<file path="config.mk">
export PLATFORM = sky130hd
export DESIGN_NAME = picomem_wb_bridge
export DESIGN_NICKNAME = d
export VERILOG_FILES = /design/src/rtl/picomem_wb_bridge.sv
export SDC_FILE = /design/constraint.sdc
export NUM_CORES = 1
export LEC_CHECK = 0
export ABC_AREA = 1
export CORE_MARGIN = 8
export CORE_UTILIZATION = 32
export CTS_BUF_LIST = sky130_fd_sc_hd__clkbuf_16
export DETAILED_ROUTE_END_ITERATION = 10
export PLACE_DENSITY = 0.77
export SLEW_MARGIN = 20
export SYNTH_ARGS = -nofsm -noshare
export SYNTH_HDL_FRONTEND = slang
export SYNTH_SLANG_ARGS = --single-unit
</file>
<file path="constraint.sdc">
create_clock -name clk -period 1 [get_ports clk]
set_input_delay 0.1 -clock clk [delete_from_list [all_inputs] [get_ports clk]]
set_output_delay 0.1 -clock clk [all_outputs]
set_load 0.02 [all_outputs]
</file>
<file path="src/rtl/picomem_wb_bridge.sv">
//------------------------------------------------------------------------------
// picomem_wb_bridge
//   PicoMem slave that turns each access into one classic Wishbone single cycle.
//   Optional bus timeout enabled by defining WB_TIMEOUT_EN.
//   Revision: 1.0
//------------------------------------------------------------------------------
`default_nettype none

module picomem_wb_bridge #(
  parameter int          ADDR_W         = 28,
  parameter logic [31:0] ERR_DATA       = 32'hDEADBEEF,
  parameter int          TIMEOUT_CYCLES = 255
) (
  input  logic              clk,
  input  logic              reset,
  input  logic              mem_s_valid,
  output logic              mem_s_ready,
  input  logic [31:0]       mem_s_addr,
  input  logic [31:0]       mem_s_wdata,
  input  logic [3:0]        mem_s_wstrb,
  output logic [31:0]       mem_s_rdata,
  output logic              wb_cyc_o,
  output logic              wb_stb_o,
  output logic              wb_we_o,
  output logic [ADDR_W-1:0] wb_adr_o,
  output logic [31:0]       wb_dat_o,
  output logic [3:0]        wb_sel_o,
  input  logic [31:0]       wb_dat_i,
  input  logic              wb_ack_i,
  input  logic              wb_err_i,
  output logic              bus_err
);

  typedef enum logic [1:0] {
    S_IDLE = 2'd0,
    S_BUS  = 2'd1,
    S_RESP = 2'd2
  } state_t;

  state_t            r_state, w_state_d;
  logic              r_cyc, w_cyc_d;
  logic              r_we, w_we_d;
  logic [ADDR_W-1:0] r_adr, w_adr_d;
  logic [31:0]       r_dat, w_dat_d;
  logic [3:0]        r_sel, w_sel_d;
  logic [31:0]       r_rdata, w_rdata_d;
  logic              r_ready, w_ready_d;
  logic              r_bus_err, w_bus_err_d;
  logic              w_finish;

  // Address bits outside the word-address window are decoded upstream.
  logic [31-ADDR_W:0] w_unused_addr;
  assign w_unused_addr = {mem_s_addr[31:ADDR_W+2], mem_s_addr[1:0]};

`ifdef WB_TIMEOUT_EN
  localparam logic [15:0] c_to_last = 16'(TIMEOUT_CYCLES - 1);
  logic [15:0] r_cnt, w_cnt_d;
`endif

  always_comb begin
    w_state_d   = r_state;
    w_cyc_d     = r_cyc;
    w_we_d      = r_we;
    w_adr_d     = r_adr;
    w_dat_d     = r_dat;
    w_sel_d     = r_sel;
    w_rdata_d   = r_rdata;
    w_ready_d   = 1'b0;
    w_bus_err_d = r_bus_err;
    w_finish    = 1'b0;
`ifdef WB_TIMEOUT_EN
    w_cnt_d     = r_cnt;
`endif
    case (r_state)
      S_IDLE: begin
        if (mem_s_valid) begin
          w_cyc_d   = 1'b1;
          w_we_d    = |mem_s_wstrb;
          w_adr_d   = mem_s_addr[ADDR_W+1:2];
          w_dat_d   = mem_s_wdata;
          w_sel_d   = (|mem_s_wstrb) ? mem_s_wstrb : 4'hF;
          w_state_d = S_BUS;
`ifdef WB_TIMEOUT_EN
          w_cnt_d   = 16'd0;
`endif
        end
      end
      S_BUS: begin
        // Error termination wins over a simultaneous ack.
        if (wb_err_i) begin
          w_rdata_d   = ERR_DATA;
          w_bus_err_d = 1'b1;
          w_finish    = 1'b1;
        end else if (wb_ack_i) begin
          w_rdata_d   = r_we ? 32'h0 : wb_dat_i;
          w_finish    = 1'b1;
        end
`ifdef WB_TIMEOUT_EN
        else if (r_cnt == c_to_last) begin
          w_rdata_d   = ERR_DATA;
          w_bus_err_d = 1'b1;
          w_finish    = 1'b1;
        end else begin
          w_cnt_d     = r_cnt + 16'd1;
        end
`endif
        if (w_finish) begin
          w_cyc_d   = 1'b0;
          w_we_d    = 1'b0;
          w_sel_d   = 4'h0;
          w_ready_d = 1'b1;
          w_state_d = S_RESP;
        end
      end
      S_RESP:  w_state_d = S_IDLE;
      default: w_state_d = S_IDLE;
    endcase
  end

  always_ff @(posedge clk) begin
    if (reset) begin
      r_state   <= S_IDLE;
      r_cyc     <= 1'b0;
      r_we      <= 1'b0;
      r_adr     <= '0;
      r_dat     <= 32'h0;
      r_sel     <= 4'h0;
      r_rdata   <= 32'h0;
      r_ready   <= 1'b0;
      r_bus_err <= 1'b0;
    end else begin
      r_state   <= w_state_d;
      r_cyc     <= w_cyc_d;
      r_we      <= w_we_d;
      r_adr     <= w_adr_d;
      r_dat     <= w_dat_d;
      r_sel     <= w_sel_d;
      r_rdata   <= w_rdata_d;
      r_ready   <= w_ready_d;
      r_bus_err <= w_bus_err_d;
    end
  end

`ifdef WB_TIMEOUT_EN
  always_ff @(posedge clk) begin
    if (reset) r_cnt <= 16'd0;
    else       r_cnt <= w_cnt_d;
  end
`endif

  assign mem_s_ready = r_ready;
  assign mem_s_rdata = r_rdata;
  assign wb_cyc_o    = r_cyc;
  assign wb_stb_o    = r_cyc;
  assign wb_we_o     = r_we;
  assign wb_adr_o    = r_adr;
  assign wb_dat_o    = r_dat;
  assign wb_sel_o    = r_sel;
  assign bus_err     = r_bus_err;

endmodule

`default_nettype wire

</file>
==> out/results.tsv <==
stage	metric	value	unit
outcome	status	finished, violations left	
outcome	failing checks	negative setup slack	
clock_network	hold buffer count at cts	0	
layout	nets	830	
sta	Final Max Tran Viols	0	
setup_path	Slowest-stage cell, CP	dfxtp_2	
floorplan	core box area	11900	sq um
setup_path	CP max FO	13	
power_and_ir_drop	LEAKAGE	2.96	nW
clock_network	CTS sink count	102	
yosys	synthesized area per cell	7.63	sq um
layout	layout cells sized above 1	29.6	%
sta	Max Clk Rate	894	MHz
yosys	post-synth cell types	19	
route	final wirelength	14200	um
sta	worst rel slew slack	83.2	%
placed_design	Placed Instances	847	
setup_path	Critical path buffers and inverters	3	
yosys	Seq cells post-synth	102	
layout	area of the multi-input gates	1630	sq um
clock_network	CTS tree	built	
layout	most common cell after layout, fill and taps aside	nor2_1	
sta	RSZ-0062 raised after global routing	yes	
clock_network	worst-skew pair later-pin latency	0.34	ns
global_routing	first-pass GRT wire length	20500	um
run	max_cap viols	0	
sta	Hold Worst Slack	0.327	ns
setup_path	crit-path max cell delay	0.32	ns
sta	# setup viols final	99	
sta	Final WS setup	-0.118	ns
route	average wire per standard cell	16.2	um
floorplan	Chip Height	126	um
global_routing	initial antenna violation count	0	
setup_path	crit path kind	reg -> reg	
power_and_ir_drop	Design Power	0.0109	W
clock_network	clock root buffer	clkbuf_16	
sta	Period minus WS final	1.12	ns
clock_network	CTS Buf Count	9	
layout	fill count	1116	
layout	fin area	6470	sq um
setup_path	CP top delay family	buffers and inverters	
hold_path	HP Class	in -> reg	
sta	clock skew	0.00610	ns
route	drt pass-1 iters	4	
setup_path	startpoint types	register	
placed_design	Area after DPL	6120	sq um
floorplan	FP Rows	40	
floorplan	Die Area	15900	sq um
yosys	syn_nets	614	
global_routing	GRT overflow	0	
route	Via Count	4139	
yosys	yosys warns	0	
global_routing	largest net degree at the start of global routing	53	
clock_network	CTS H-Tree Depth	3	
setup_path	critical path cell sequence	inv_2 -> nand3_4 -> buf_12 -> clkbuf_16 -> o21ai_0 -> nor2_1	
setup_path	WP data required	1.24	ns
route	antenna violation net count after detailed routing	0	
layout	Layout Cells excl Fill	877	
floorplan	initial core utilization	32.6	%
layout	most frequent cells in the layout	153 x nor2_1, 100 x clkdlybuf4s50_1, 96 x dfxtp_1	
placed_design	post-DP HPWL	9620	um
yosys	Cells after Synth	509	
clock_network	clk buf depth	2	
sta	worst slew pin tran	0.249	ns
global_routing	gr usage total	15.9	%
route	DRC Markers	0	
route	initial drt markers	172	
setup_path	flop-to-flop setup slack	-0.12	ns
placed_design	Final Wtd Congestion	0.726	
floorplan	Die Width	126	um
setup_path	Worst Path Arrival	1.36	ns
sta	count of final hold-check violations	0	
layout	ant diodes	0	
global_routing	number of global-route vias before repair	3949	
power_and_ir_drop	pwr/cell area	1690	nW/um^2
floorplan	Ports	206	
power_and_ir_drop	worst vdd ir	0.747	mV
placed_design	IO Port Bufs	201	
layout	register area	2050	sq um
yosys	post-synthesis sequential area ratio	52.6	%
setup_path	Critical Path End Type	register	
clock_network	clk slew on worst S/H paths	0.07	ns
layout	P&R area growth vs syn	66.7	%
yosys	cell area after synthesis	3880	sq um
sta	Final Cycle Share	112	%
route	number of vias per cell	4.72	
stage by stage:
stage	setup TNS, ns	utilization, %	setup WS (ns)
final	-7.48	54.3	-0.118
after CTS	-8.32	50.5	-0.122
after detailed placement	-41.71	51.4	-0.435
after global placement	-37.11	51.4	-0.372
after global routing	-14.58	54.3	-0.178
after floorplan	-2.08	-	-0.0513
layer usage:
metal  wire length (um)  global-route usage, %  vias up  part of all wire [%]
met2               7140                   27.6      155                    50
met1               5760                   17.4     1907                    40
met5                  0                      0        -                     0
li1                   -                      -     2053                     -
met3               1050                   5.36       24                   7.3
met4                300                   6.44        0                   2.1
registers in the layout, indices dropped and copies added, names as in the netlist:
name and flops:
mem_s_ready 1, wb_dat_o 32, bus_err 1, wb_adr_o 28, wb_cyc_o 1, wb_sel_o 4, r_state 2, mem_s_rdata 32
wb_we_o 1
logic make-up (layout without fill, tap and decap cells):
family / after synthesis / in the layout / share of synthesized area [%]
simple gates: 211 / 211 / 21.8
compound gates: 124 / 124 / 16.1
flops: 102 / 102 / 52.6
buf+inv: 72 / 293 / 9.54
path summary, 6_finish.rpt:
path	start	end	depth (start not counted)
setup / recovery	r_state[0]	wb_dat_o[24]	6
hold / removal	wb_dat_i[29]	mem_s_rdata[29]	3
setup reg to reg	r_state[0]	wb_dat_o[24]	6
hold reg to reg	mem_s_rdata[22]	mem_s_rdata[22]	2
cell usage after synthesis, drive strengths merged:
cell,n,area [sq um]
nand2,23,93.8
nor2,174,656
a21oi,6,30.0
buf,26,196
clkbuf,9,35.0
nand3,14,95.1
dfxtp,102,2040
inv,37,139
o21ai,116,581
o21a,2,15.0
final cells by class:
| class | instances | area share [%] |
|---|---|---|
| flip-flops and latches | 102 | 31.7 |
| inverters | 37 | 2.38 |
| clock inverters | 7 | 1.51 |
| repair buffers | 239 | 32.8 |
| multi-input cells | 335 | 25.1 |
| clock buffers | 9 | 3.48 |
| repair inverters | 1 | 0.174 |
| well taps | 147 | 2.84 |
repair_timing:
| action | 4_1_cts | 5_1_grt |
|---|---|---|
| pin swaps | 3 | 10 |
| cloned | 1 | 11 |
| setup buffers | 0 | 2 |
| setup endpoints to repair | 202 | 111 |
| gates resized for setup | 449 | 105 |
tightest hold or removal path, cell delays in order:
cell and delay, ns:
clkdlybuf4s50_1 0.40, nand2_1 0.06, o21ai_1 0.06
report_power, final:
| part | leakage, nW | switching (W) | internal, W |
|---|---|---|---|
| Sequential | 0.843 | 0.000176 | 0.00439 |
| Clock | 0.152 | 0.00156 | 0.00220 |
| Combinational | 1.97 | 0.00138 | 0.00121 |
Note: power is estimated with default switching activity, not from simulation.
